===== src/rtl/eth_frame_byte_tx_if.sv =====
// ---------------------------------------------------------------------------
// eth_frame_byte_tx_if
//   Bundles the signals of the frame byte transmitter:
//   - word channel (i_word_vld / o_word_rdy / i_word / i_word_last /
//     i_word_last_nbytes) carrying 32-bit frame words, MSB byte first
//   - i_afull back-pressure from the receiver's CDC FIFO
//   - byte link (o_byte_vld / o_last_byte / o_byte_parity / o_byte)
//   Signal names keep the transmitter's point of view (i_ = into it).
//   slave  : the transmitter's view
//   master : the environment's view (word source + byte sink)
// ---------------------------------------------------------------------------
interface eth_frame_byte_tx_if;
    logic        i_word_vld;
    logic        o_word_rdy;
    logic [31:0] i_word;
    logic        i_word_last;
    logic [1:0]  i_word_last_nbytes;
    logic        i_afull;
    logic        o_byte_vld;
    logic        o_last_byte;
    logic        o_byte_parity;
    logic [7:0]  o_byte;

    modport slave (
        input  i_word_vld, i_word, i_word_last, i_word_last_nbytes, i_afull,
        output o_word_rdy, o_byte_vld, o_last_byte, o_byte_parity, o_byte
    );

    modport master (
        output i_word_vld, i_word, i_word_last, i_word_last_nbytes, i_afull,
        input  o_word_rdy, o_byte_vld, o_last_byte, o_byte_parity, o_byte
    );
endinterface


===== src/rtl/eth_frame_byte_tx.sv =====
// ---------------------------------------------------------------------------
// eth_frame_byte_tx
//   Serializes 32-bit frame words into a parity-protected byte stream.
//   Frames shorter than MIN_FRAME_BYTES are padded with 0x00, frames longer
//   than MAX_FRAME_BYTES are cut at MAX_FRAME_BYTES (the rest of the frame
//   is swallowed), and emission pauses while the registered almost-full
//   from the receiver is set.
//
// Ports
//   i_sys_clk          : sole clock, rising edge
//   i_sys_clk_arst_n   : asynchronous active-low reset
//   bus (slave)        : word channel, i_afull and byte link
//   o_busy             : state is not IDLE
//   o_frames_sent      : frames whose last byte has been emitted (wraps)
//   o_frames_truncated : frames cut at MAX_FRAME_BYTES (wraps)
// ---------------------------------------------------------------------------
module eth_frame_byte_tx #(
    parameter int MIN_FRAME_BYTES = 60,
    parameter int MAX_FRAME_BYTES = 1514
) (
    input  logic                 i_sys_clk,
    input  logic                 i_sys_clk_arst_n,
    eth_frame_byte_tx_if.slave   bus,
    output logic                 o_busy,
    output logic [31:0]          o_frames_sent,
    output logic [15:0]          o_frames_truncated
);

    localparam logic [10:0] MIN_CNT = 11'(MIN_FRAME_BYTES);
    localparam logic [10:0] MAX_CNT = 11'(MAX_FRAME_BYTES);

    typedef enum logic [1:0] {
        ST_IDLE,
        ST_SEND,
        ST_PAD,
        ST_DRAIN
    } state_t;

    state_t      r_state;
    state_t      w_state_nxt;

    // Single word buffer; r_buf_lastidx is the index of its final valid byte.
    logic [31:0] r_buf;
    logic        r_buf_vld;
    logic        r_buf_last;
    logic [1:0]  r_buf_lastidx;
    logic [1:0]  r_byte_idx;

    logic [10:0] r_byte_cnt;
    logic        r_afull_q;

    logic        r_byte_vld;
    logic        r_last_byte;
    logic        r_byte_parity;
    logic [7:0]  r_byte;
    logic [31:0] r_frames_sent;
    logic [15:0] r_frames_trunc;

    logic [7:0]  w_cur_byte;
    logic        w_buf_final;
    logic [10:0] w_cnt_inc;

    logic        w_word_rdy;
    logic        w_emit;
    logic [7:0]  w_emit_byte;
    logic        w_emit_last;
    logic        w_load;
    logic        w_pop;
    logic        w_adv;
    logic        w_cnt_clr;
    logic        w_sent_inc;
    logic        w_trunc_inc;

    // Byte 0 of the word lives in bits [31:24].
    assign w_cur_byte  = r_buf[{~r_byte_idx, 3'b000} +: 8];
    assign w_buf_final = (r_byte_idx == r_buf_lastidx);
    assign w_cnt_inc   = r_byte_cnt + 11'd1;

    always_comb begin
        // NOTE: every signal driven here gets a default first, so no branch can leave one unassigned and infer a latch.
        w_state_nxt = r_state;
        w_word_rdy  = 1'b0;
        w_emit      = 1'b0;
        w_emit_byte = w_cur_byte;
        w_emit_last = 1'b0;
        w_load      = 1'b0;
        w_pop       = 1'b0;
        w_adv       = 1'b0;
        w_cnt_clr   = 1'b0;
        w_sent_inc  = 1'b0;
        w_trunc_inc = 1'b0;

        case (r_state)
            ST_IDLE: begin
                w_word_rdy = 1'b1;
                if (bus.i_word_vld) begin
                    w_load      = 1'b1;
                    w_cnt_clr   = 1'b1;
                    w_state_nxt = ST_SEND;
                end
            end

            ST_SEND: begin
                if (!r_buf_vld) begin
                    w_word_rdy = 1'b1;
                    w_load     = bus.i_word_vld;
                end else if (!r_afull_q) begin
                    w_emit = 1'b1;
                    if (w_buf_final) begin
                        w_pop      = 1'b1;
                        w_word_rdy = 1'b1;
                    end else begin
                        w_adv = 1'b1;
                    end

                    if (w_buf_final && r_buf_last) begin
                        // Last data byte. A word taken now already belongs
                        // to the next frame; it waits in the buffer
                        // through any padding.
                        w_load = bus.i_word_vld;
                        if (w_cnt_inc < MIN_CNT) begin
                            w_state_nxt = ST_PAD;
                        end else begin
                            w_emit_last = 1'b1;
                            w_sent_inc  = 1'b1;
                            w_cnt_clr   = 1'b1;
                            w_state_nxt = bus.i_word_vld ? ST_SEND : ST_IDLE;
                        end
                    end else if (w_cnt_inc == MAX_CNT) begin
                        // Truncation: the rest of the buffer is dropped, and
                        // a word taken now is part of this frame's tail.
                        w_emit_last = 1'b1;
                        w_sent_inc  = 1'b1;
                        w_trunc_inc = 1'b1;
                        w_cnt_clr   = 1'b1;
                        w_pop       = 1'b1;
                        w_adv       = 1'b0;
                        if (r_buf_last || (w_word_rdy && bus.i_word_vld && bus.i_word_last))
                            w_state_nxt = ST_IDLE;
                        else
                            w_state_nxt = ST_DRAIN;
                    end else begin
                        w_load = w_word_rdy & bus.i_word_vld;
                    end
                end
            end

            ST_PAD: begin
                if (!r_afull_q) begin
                    w_emit      = 1'b1;
                    w_emit_byte = 8'h00;
                    if (w_cnt_inc >= MIN_CNT) begin
                        w_emit_last = 1'b1;
                        w_sent_inc  = 1'b1;
                        w_cnt_clr   = 1'b1;
                        w_state_nxt = r_buf_vld ? ST_SEND : ST_IDLE;
                    end
                end
            end

            ST_DRAIN: begin
                w_word_rdy = 1'b1;
                if (bus.i_word_vld && bus.i_word_last)
                    w_state_nxt = ST_IDLE;
            end

            default: w_state_nxt = ST_IDLE;
        endcase
    end

    // NOTE: state registers use non-blocking assignments so every flop samples pre-edge values regardless of block order.
    always_ff @(posedge i_sys_clk or negedge i_sys_clk_arst_n) begin
        if (!i_sys_clk_arst_n) begin
            r_state        <= ST_IDLE;
            r_buf_vld      <= 1'b0;
            r_buf_last     <= 1'b0;
            r_buf_lastidx  <= 2'd0;
            r_byte_idx     <= 2'd0;
            r_byte_cnt     <= 11'd0;
            r_afull_q      <= 1'b1;
            r_byte_vld     <= 1'b0;
            r_last_byte    <= 1'b0;
            r_byte_parity  <= 1'b0;
            r_byte         <= 8'h00;
            r_frames_sent  <= 32'd0;
            r_frames_trunc <= 16'd0;
        end else begin
            r_state   <= w_state_nxt;
            r_afull_q <= bus.i_afull;

            if (w_load) begin
                r_buf_vld     <= 1'b1;
                r_buf_last    <= bus.i_word_last;
                r_buf_lastidx <= bus.i_word_last ? (bus.i_word_last_nbytes - 2'd1) : 2'd3;
                r_byte_idx    <= 2'd0;
            end else if (w_pop) begin
                r_buf_vld <= 1'b0;
            end else if (w_adv) begin
                r_byte_idx <= r_byte_idx + 2'd1;
            end

            if (w_cnt_clr)
                r_byte_cnt <= 11'd0;
            else if (w_emit)
                r_byte_cnt <= w_cnt_inc;

            r_byte_vld  <= w_emit;
            r_last_byte <= w_emit_last;
            if (w_emit) begin
                r_byte        <= w_emit_byte;
                r_byte_parity <= ^w_emit_byte;
            end

            if (w_sent_inc)
                r_frames_sent <= r_frames_sent + 32'd1;
            if (w_trunc_inc)
                r_frames_trunc <= r_frames_trunc + 16'd1;
        end
    end

    // NOTE: buffer data needs no reset because r_buf_vld gates every use of it; only control state is reset.
    always_ff @(posedge i_sys_clk) begin
        if (w_load)
            r_buf <= bus.i_word;
    end

    // Gated with reset so the handshake also reads 0 while reset is held.
    assign bus.o_word_rdy    = w_word_rdy & i_sys_clk_arst_n;
    assign bus.o_byte_vld    = r_byte_vld;
    assign bus.o_last_byte   = r_last_byte;
    assign bus.o_byte_parity = r_byte_parity;
    assign bus.o_byte        = r_byte;

    assign o_busy             = (r_state != ST_IDLE);
    assign o_frames_sent      = r_frames_sent;
    assign o_frames_truncated = r_frames_trunc;

endmodule


===== src/flat_wrapper.sv =====
// flat-port wrapper written by rule: the top's interface ports become plain ports
module eth_frame_byte_tx_flat 
#(
    parameter int MIN_FRAME_BYTES = 60,
    parameter int MAX_FRAME_BYTES = 1514
)
  (i_sys_clk, i_sys_clk_arst_n, o_busy, o_frames_sent, o_frames_truncated, bus_i_word_vld, bus_i_word, bus_i_word_last, bus_i_word_last_nbytes, bus_i_afull, bus_o_word_rdy, bus_o_byte_vld, bus_o_last_byte, bus_o_byte_parity, bus_o_byte);
  eth_frame_byte_tx_if bus_i ();
  input  logic i_sys_clk;
  input  logic i_sys_clk_arst_n;
  output logic o_busy;
  output logic [31:0] o_frames_sent;
  output logic [15:0] o_frames_truncated;
  input wire logic [$bits(bus_i.i_word_vld)-1:0] bus_i_word_vld;
  input wire logic [$bits(bus_i.i_word)-1:0] bus_i_word;
  input wire logic [$bits(bus_i.i_word_last)-1:0] bus_i_word_last;
  input wire logic [$bits(bus_i.i_word_last_nbytes)-1:0] bus_i_word_last_nbytes;
  input wire logic [$bits(bus_i.i_afull)-1:0] bus_i_afull;
  output wire logic [$bits(bus_i.o_word_rdy)-1:0] bus_o_word_rdy;
  output wire logic [$bits(bus_i.o_byte_vld)-1:0] bus_o_byte_vld;
  output wire logic [$bits(bus_i.o_last_byte)-1:0] bus_o_last_byte;
  output wire logic [$bits(bus_i.o_byte_parity)-1:0] bus_o_byte_parity;
  output wire logic [$bits(bus_i.o_byte)-1:0] bus_o_byte;
  assign bus_i.i_word_vld = bus_i_word_vld;
  assign bus_i.i_word = bus_i_word;
  assign bus_i.i_word_last = bus_i_word_last;
  assign bus_i.i_word_last_nbytes = bus_i_word_last_nbytes;
  assign bus_i.i_afull = bus_i_afull;
  assign bus_o_word_rdy = bus_i.o_word_rdy;
  assign bus_o_byte_vld = bus_i.o_byte_vld;
  assign bus_o_last_byte = bus_i.o_last_byte;
  assign bus_o_byte_parity = bus_i.o_byte_parity;
  assign bus_o_byte = bus_i.o_byte;
  eth_frame_byte_tx #(.MIN_FRAME_BYTES(MIN_FRAME_BYTES), .MAX_FRAME_BYTES(MAX_FRAME_BYTES)) u_core (.i_sys_clk(i_sys_clk), .i_sys_clk_arst_n(i_sys_clk_arst_n), .bus(bus_i), .o_busy(o_busy), .o_frames_sent(o_frames_sent), .o_frames_truncated(o_frames_truncated));
endmodule

===== config.mk =====
export PLATFORM = sky130hd
export DESIGN_NAME = eth_frame_byte_tx_flat
export DESIGN_NICKNAME = d
export VERILOG_FILES = /design/src/rtl/eth_frame_byte_tx_if.sv /design/src/rtl/eth_frame_byte_tx.sv /design/src/flat_wrapper.sv
export SDC_FILE = /design/constraint.sdc
export NUM_CORES = 1
export LEC_CHECK = 0
export ABC_AREA = 1
export BUFFER_PORTS_ARGS = -buffer_cell sky130_fd_sc_hd__buf_2
export CAP_MARGIN = 20
export CORE_ASPECT_RATIO = 0.7
export CORE_MARGIN = 5
export CORE_UTILIZATION = 48
export DETAILED_ROUTE_END_ITERATION = 10
export PLACE_DENSITY = 0.76
export RECOVER_POWER = 50
export SYNTH_ARGS = -nofsm -noshare
export SYNTH_HDL_FRONTEND = slang
export SYNTH_SLANG_ARGS = --single-unit

===== constraint.sdc =====
create_clock -name i_sys_clk -period 7.55 [get_ports i_sys_clk]
set_input_delay 1.51 -clock i_sys_clk [delete_from_list [all_inputs] [get_ports i_sys_clk]]
set_output_delay 1.51 -clock i_sys_clk [all_outputs]
set_load 0.005 [all_outputs]

== Yosys cells after proc, flatten, opt, wreduce, memory -nomap -nowiden ==
Cells that the tools add are included.

* Mux-type cells: 63
* Equality and inequality tests: 13
* Shift operators: 1
* Reductions and logical operators: 14
* Bitwise operators: 3
* $lt $le $gt $ge: 2
* Add/subtract/negate cells: 5

{| class="wikitable"
|+ Operators with widths
! kind !! count
|-
| $mux 1 || 39
|-
| $add 32x1->32 const B || 1
|-
| $shiftx 32x6->8 || 1
|-
| $mux 2 || 14
|-
| $mux 11 || 2
|-
| $add 16x1->16 const B || 1
|-
| $mux 8 || 2
|-
| $add 11x1->11 const B || 1
|-
| $eq 11x11->1 const B || 1
|-
| $ge 11x6->1 const B || 1
|-
| $lt 11x6->1 const B || 1
|-
| $ne 2x1->1 const B || 4
|-
| $pmux 1 s2 || 4
|-
| $pmux 2 s4 || 1
|-
| $reduce_bool 2->1 || 4
|-
| $reduce_xor 8->1 || 1
|-
| $reduce_and 7->1 || 1
|-
| $ne 2x2->1 const B || 3
|-
| $eq 2x2->1 const B || 2
|-
| $logic_and 1x1->1 || 4
|-
| $ne 3x1->1 const B || 1
|-
| $pmux 1 s3 || 1
|-
| $add 2x1->2 const B || 1
|-
| $and 1x1->1 || 2
|-
| other kinds (8) || 8
|}

* Output and inout port bits: 61
* Logic and storage cells: 115
* Bits of input ports: 39
* Bits in registers: 111

== Depth between registers and ports, before layout ==
Gate-level depths: netlist of the first run.

* Depth after elaboration: 14
* Depth in mapped cells: 16

== Least setup slack after synthesis of the first run ==
Ideal clock, no wire load.

* Path type: input -> output
* From: in i_sys_clk_arst_n
* To: out bus_o_word_rdy
* Arrival time: 1.650 ns
* Stages: 2
* Setup slack: 4.390 ns
* Path buffers: 0
* Path through: nand2_1 nor2_1

* Word-level cells in the longest chain between the ends: 1

{| class="wikitable"
|+ RTL lines
! what !! RTL line !! text
|-
| from (decl) || flat_wrapper.sv:10 || <nowiki>input logic i_sys_clk_arst_n;</nowiki>
|-
| $and 1x1->1 || eth_frame_byte_tx.sv:228 || <nowiki>assign bus.o_word_rdy = w_word_rdy & i_sys_clk_arst_n;</nowiki>
|-
| to (decl) || flat_wrapper.sv:19 || <nowiki>output wire logic [$bits(bus_i.o_word_rdy)-1:0] bus_o_word_rdy;</nowiki>
|}

Every way passes these cells.

== Worst setup path in the final report of the first run ==
Same ends and word-level chain as after synthesis.

==> results of run 1 <==
cell usage in the layout (no fill, tap or decap), types with 2 or more instances in the layout:
cell type and n:
nor2_1 63, edfxtp_1 32, nand2_2 4, o21ai_0 25, nand4_1 23, nand2_1 281
a21oi_1 18, xnor2_1 21, nand3_1 88, dfrtp_1 78, nand3_2 2, clkinv_1 2
nor4_1 6, clkbuf_16 9, xor2_1 32, buf_2 86, nor3_1 16, nor2_4 2
clkbuf_1 15, inv_8 2, nor2_2 2, buf_4 2, inv_1 68, ha_1 9
layout make-up:
type	count	area [um2]	share of cell area
Inverter	71	267	0.0373
Multi-Input combinational cell	599	2930	0.410
Timing Repair Buffer	103	502	0.0701
Sequential cell	111	2940	0.411
Clock inverter	7	80.1	0.0112
Tap cell	166	208	0.0290
Clock buffer	9	225	0.0315
routing by layer:
metal  global-route usage  part of all wire  vias to the layer above
met5                    0                 0                        -
li1                     -                 -                     2787
met2                0.273              0.41                      157
met4               0.0396             0.010                        0
met3               0.0443             0.061                       13
met1                0.317              0.52                     2565
per-stage QoR:
step	worst slack (ps)	instance area [um2]	hold slack (ps)	util	power (uW)
floorplan	4390	6290	463	-	1340
global placement	3730	6890	458	0.530	1510
detailed placement	3730	6890	466	0.530	1530
CTS	3730	7200	486	0.554	2020
global route	1900	7150	524	0.550	2150
finish	2530	7150	484	0.550	2000
worst max-delay path, stage by stage:
cell,delay [ps]
clkbuf_1,1580
nand2_1,120
nor2_1,150
buf_2,120
worst max-delay path by stage:
stage                     startpoint  slack (ps)                      endpoint
global route        i_sys_clk_arst_n        1900  u_core.o_frames_truncated[4]
detailed placement  i_sys_clk_arst_n        3730                bus_o_word_rdy
global placement    i_sys_clk_arst_n        3730                bus_o_word_rdy
finish              i_sys_clk_arst_n        2530                bus_o_word_rdy
floorplan           i_sys_clk_arst_n        4390                bus_o_word_rdy
CTS                 i_sys_clk_arst_n        3730                bus_o_word_rdy
cell families (layout without fill, tap and decap cells):
| logic type | Yosys count | after routing | synth area share |
|---|---|---|---|
| flip-flops | 111 | 111 | 0.467 |
| adder cells (fa/ha/maj) | 9 | 9 | 0.0179 |
| AND/OR/NAND/NOR | 492 | 492 | 0.341 |
| XOR/XNOR | 53 | 53 | 0.0738 |
| AO/OA/AOI/OAI | 45 | 45 | 0.0366 |
| buffers and inverters | 94 | 190 | 0.0638 |
power breakdown:
part / internal (uW) / leakage (uW) / switching, uW
Sequential: 746 / 0.00136 / 89.1
Clock: 238 / 0.000146 / 243
Combinational: 221 / 0.00209 / 461
registers in the layout, summed over array words and instances (netlist names):
register                   cells
u_core.r_buf_vld               1
u_core.r_byte_cnt             11
u_core.bus.o_last_byte         1
u_core.r_buf_lastidx           2
u_core.bus.o_byte_parity       1
u_core.bus.o_byte              8
u_core.r_state                 2
u_core.r_buf                  32
u_core.o_frames_sent          32
u_core.r_buf_last              1
u_core.r_afull_q               1
u_core.bus.o_byte_vld          1
u_core.o_frames_truncated     16
u_core.r_byte_idx              2
==> metrics.txt, run 1 <==
routability cong. 0.933; Num CTS Buffers 9; hold buffers post-CTS 0; Routed WL 15.0 mm; worst relative slew slack -0.514; vias per cell 5.18; initial antenna violation count 0; Setup violations, final 0; Startpoint Class input pin; drt pass-1 iters 5; Die Width 147 um; failing checks capacitance limit, slew limit; Yosys cell types 32; worst min path class reg -> reg; arrival time worst endpoint 3510 ps; final cycle utilization of the critical path 0.665; layout cells sized above 1 0.132; Synth async-reset ratio 0.712; clock sink count 111; most frequent cells after synthesis nand2_1 (281), nand3_1 (87), dfrtp_1 (78), inv_1 (68), nor2_1 (62); vias in the first global route 5072; Critical Path Sink Type output pin; Syn Std Cell Area 6290 um2; chip height 106 um; RSZ-0062 raised after global routing no; first-pass GRT wire length 25.5 mm; Die ar. 15500 um2; Starting Density 0.484; final setup TNS 0 ps; dominant cells by area after synthesis dfrtp_1 (31%), nand2_1 (17%), edfxtp_1 (15%); final hold vios 0; clock root cell clkbuf_16; Max Root-Sink Buffers 2; PostCTS Resize Cnt 0; placed wire-length estimate 11.2 mm; DRT antenna net count 0; CTS H-tree depth 3; Gate Count Post-Synth 804; placed cell count 1050; nets@finish 943; Routed WL per cell 14.1 um; Leak 0.00360 uW; post-synth net total 852; VDD IR max 177 uV; core area 13000 um2; Reg2Reg Depth 10; Post-synth EDFFs 32; CTS tree done; Tightest Pin Transition 2270 ps; post-synthesis cell type with the largest combined area dfrtp_1; postcts setup bufs 0; critical path class in -> out; Hold Crit Start u_core.bus.o_byte[1]; GRT overflow 0; PwrDens 279 nW/um2; post-layout minimum cycle time 5020 ps; IO Pins 100; Ant. Diodes 0; pin count of the biggest net entering global routing 42; Cell Rows 35; Iteration-0 DRC Markers 484; setup slack, reg-to-reg 4080 ps; r2r startpoint u_core.r_state[1]; RR Endpoint u_core.r_byte_cnt[2]; area delta synth->final 13.7%; Synth Flop Type dfrtp_1; Hold Path End u_core.bus.o_byte[1]; post-synth top area share 0.310; Max Cap Viol 2; Post-Layout Cell Count 1066; Seq/Total Area, Yosys 0.467; Clock Skew 14.1 ps; via count 5522; I/O Buffers 99; count leader, synth nand2_1; Mean Syn Cell Area 7.83 um2; CP Max Fanout 41; Crit path required time 6040 ps; Fmax achieved 0.199 GHz; hold path cells 2; worst skew pair latency 350 ps; status finished, violations left; DRC Markers 0; post-synthesis register bit count 111; Max Slew Vio Count 83; clk slew on worst S/H paths 80 ps; gr usage total 0.199; # fillers 1226; Ys Warns 0
Power figures use the tool's default switching activity.
==> run 2, diff against run 1 <==
--- a/config.mk
+++ b/config.mk
@@ -5,14 +5,14 @@
 export SDC_FILE = /design/constraint.sdc
 export NUM_CORES = 1
 export LEC_CHECK = 0
-export ABC_AREA = 1
+export ABC_AREA = 0
 export BUFFER_PORTS_ARGS = -buffer_cell sky130_fd_sc_hd__buf_2
 export CAP_MARGIN = 20
 export CORE_ASPECT_RATIO = 0.7
 export CORE_MARGIN = 5
 export CORE_UTILIZATION = 48
 export DETAILED_ROUTE_END_ITERATION = 10
-export PLACE_DENSITY = 0.76
+export PLACE_DENSITY = 0.77
 export RECOVER_POWER = 50
 export SYNTH_ARGS = -nofsm -noshare
 export SYNTH_HDL_FRONTEND = slang
==> constraint.sdc (replaced) <==
create_clock -name i_sys_clk -period 4.8 [get_ports i_sys_clk]
set_input_delay 0.96 -clock i_sys_clk [delete_from_list [all_inputs] [get_ports i_sys_clk]]
set_output_delay 0.96 -clock i_sys_clk [all_outputs]
set_load 0.005 [all_outputs]
==> run 2 against run 1 <==
- via count is 31% lower
- non-clock buffer count is 1 lower
- first-iteration DRC count is 31% lower
- area after synthesis is 13% lower
- core utilization is 2.2 points higher
- highest routed layer unchanged
- count of clock-buffer cells in the layout stayed put
- the run now ends clean
- routed wire length is 25% lower
- largest power group unchanged
- cell count is 34% lower
- combinational power is 8.8% higher
==> metrics.txt, run 2 <==
Iteration-0 DRC Markers 333 (-31%); leading cell type in the layout, fill and taps excluded dfrtp_1; chip height 99.6 um (-5.9%); worst skew pair latency 360 ps (about the same); Gate Count Post-Synth 458 (-43%); Routed WL 11.3 mm (-25%); Synth async-reset ratio 0.712 (unchanged); Die Width 138 um (-6.1%); core area 11100 um2 (-14%); Startpoint Class flip-flop; Critical Path Sink Type flip-flop; PostCTS Resize Cnt 0 (unchanged); final setup TNS 0 ps (unchanged); VDD IR max 282 uV (+59%); hold buffers post-CTS 0 (unchanged); setup slack, reg-to-reg 1120 ps (-2960 ps); Max Root-Sink Buffers 2 (unchanged); Synth Flop Type dfrtp_1; DP Worst Slack 1150 ps (-2590 ps); I/O Buffers 99 (unchanged); worst relative slew slack 0.0333 (+0.548); Setup violations, final 0 (unchanged); Starting Density 0.494 (+0.0104); clk slew on worst S/H paths 90 ps (about the same); Leak 0.00281 uW (-22%); post-synthesis cell type with the largest combined area dfrtp_1; Ant. Diodes 0 (unchanged); Tightest Pin Transition 1450 ps (-821 ps); Pint 1870 uW (+55%); Psw 914 uW (+15%); Crit path required time 5050 ps (-990 ps); routability cong. 0.905 (-3.0%); Fmax achieved 0.272 GHz; vias per cell 5.43 (+4.8%); CP Max Fanout 26 (-37%); Die ar. 13700 um2 (-12%); post-synth top area share 0.355 (+0.0446); critical-path cell list ha_1, and3_1, nand4_1, o211ai_1, nand4bb_1, o22ai_4, nand2_2, mux2_1; RR Endpoint u_core.o_frames_sent[1]; sequential share of power 0.451 (+0.033); Final Hold Slack 471 ps (-12.9 ps); Ys Warns 0 (unchanged); Clock Skew 9.40 ps (-4.68 ps); Reg2Reg Depth 8 (-2); Final Util 0.571 (+0.0215); r2r startpoint u_core.r_byte_cnt[0]; area delta synth->final 15.6%; GRT overflow 0 (unchanged); clock power share 0.282 (+0.041); gr usage total 0.173 (-0.0252); Num CTS Buffers 9 (unchanged); via count 3833 (-31%); dominant cells by area after synthesis dfrtp_1 (35%), edfxtp_1 (17%), xnor2_1 (8.3%); CTS tree done; pin count of the biggest net entering global routing 60 (+43%); placed wire-length estimate 8.18 mm (-27%); Cell Rows 32 (-8.6%); PnR worst setup slack 1120 ps (-1400 ps); Routed WL per cell 16.0 um (+14%); Yosys cell types 69 (+120%); # fillers 977 (-20%); critical path class reg -> reg; post-synthesis register bit count 111 (unchanged); final cycle utilization of the critical path 0.766; Crit-path slowest cell o22ai_4; count leader, synth dfrtp_1; arrival time worst endpoint 3920 ps (+410 ps); postcts setup bufs 0 (unchanged); drt pass-1 iters 5 (unchanged); nets@finish 596 (-37%); Post-Layout Cell Count 706 (-34%); commonest non-fill, non-tap cells in the layout dfrtp_1 (78), buf_2 (77), xnor2_1 (52); worst min path class reg -> reg; Seq/Total Area, Yosys 0.534 (+0.0672); post-layout minimum cycle time 3680 ps; register area 2940 um2 (unchanged); clock sink count 111 (unchanged); DRT antenna net count 0 (unchanged); CTS H-tree depth 3 (unchanged); Mean Syn Cell Area 12.0 um2 (+53%); IO Pins 100 (unchanged); most frequent cells after synthesis dfrtp_1 (78), xnor2_1 (52), edfxtp_1 (32), nor2_1 (31), nand2_1 (26); Comb pwr share 0.267 (-0.075); final hold vios 0 (unchanged); DRC Markers 0 (unchanged); Max Cap Viol 0 (-2); placed cell count 690 (-34%); Hold Path End u_core.o_frames_sent[31]; Max Slew Vio Count 0 (-100%); layout cells sized above 1 0.255 (+0.123); first-pass GRT wire length 19.0 mm (-25%); PwrDens 437 nW/um2 (+57%); Multi-input gate area 2370 um2 (-19%); RSZ-0062 raised after global routing no; initial antenna violation count 0 (unchanged); Post-synth EDFFs 32 (unchanged); status finished, final reports clean; clock root cell clkbuf_16; Syn Std Cell Area 5500 um2 (-13%); Hold Crit Start u_core.o_frames_sent[31]; switching part of the total 0.328 (-0.0687); hold path cells 1 (-1); vias in the first global route 3778 (-26%); slowest cell delay on critical path 870 ps (-710 ps); post-synth net total 506 (-41%)
## run 2: power by group through the flow
stage	registers [uW]	clock network (uW)	logic [uW]
after global routing	1280	845	823
final	1260	783	743
after CTS	1260	808	755
after global placement	1270	0	729
after floorplan	1220	0	618
after detailed placement	1280	0	752
## run 2: final cells by class
| type | instances | area share |
|---|---|---|
| Clock inverter | 7 | 0.0148 |
| Clock buffer | 9 | 0.0354 |
| Tap cell | 153 | 0.0301 |
| Inverter | 14 | 0.00826 |
| Multi-Input combinational cell | 310 | 0.373 |
| Timing Repair Buffer | 102 | 0.0767 |
| Sequential cell | 111 | 0.462 |
## run 2: how the worst max path moves through the flow
stage,start,endpoint,slack [ps],cells past startpoint
floorplan,u_core.r_byte_cnt[0],u_core.r_buf_lastidx[0],1150,10
global placement,u_core.r_byte_cnt[0],u_core.o_frames_sent[1],1290,8
detailed placement,u_core.r_byte_cnt[0],u_core.o_frames_sent[1],1150,8
CTS,u_core.r_byte_cnt[0],u_core.o_frames_sent[1],1130,8
global route,u_core.r_byte_cnt[0],u_core.o_frames_sent[1],790,8
finish,u_core.r_byte_cnt[0],u_core.o_frames_sent[1],1120,8
## run 2: stage by stage
stage	total power (uW)	cell area, um2
6_report	2780	6360
5_1_grt	2950	6360
3_5_place_dp	2030	6070
2_1_floorplan	1830	5500
4_1_cts	2820	6390
3_3_place_gp	2000	6070
## run 2: routing by layer
metal / vias up / share of wire / global-route usage / wire [um]
li1: 1829 / - / - / -
met1: 1873 / 0.45 / 0.246 / 5140
met2: 121 / 0.46 / 0.264 / 5240
met3: 10 / 0.072 / 0.0506 / 815
met4: 0 / 0.010 / 0.0433 / 115
met5: - / 0 / 0 / 0
## run 2: kinds of logic (layout without fill, tap and decap cells)
family	after synthesis	after routing	share of synthesized area
multiplexers	15	15	0.0473
buffers and inverters	37	132	0.0353
adder cells (fa/ha/maj)	9	9	0.0205
AO/OA/AOI/OAI	44	44	0.0660
AND/OR/NAND/NOR	174	174	0.189
XOR/XNOR	68	68	0.108
flip-flops	111	111	0.534
## run 2: worst max-delay path: cells and delay by family (launching register included)
kind	cells	cell delay [ps]
and+or+nand+nor	4	970
muxes	1	350
AOI/OAI and AO/OA	2	1180
adders and majority gates	1	530
DFF	1	510
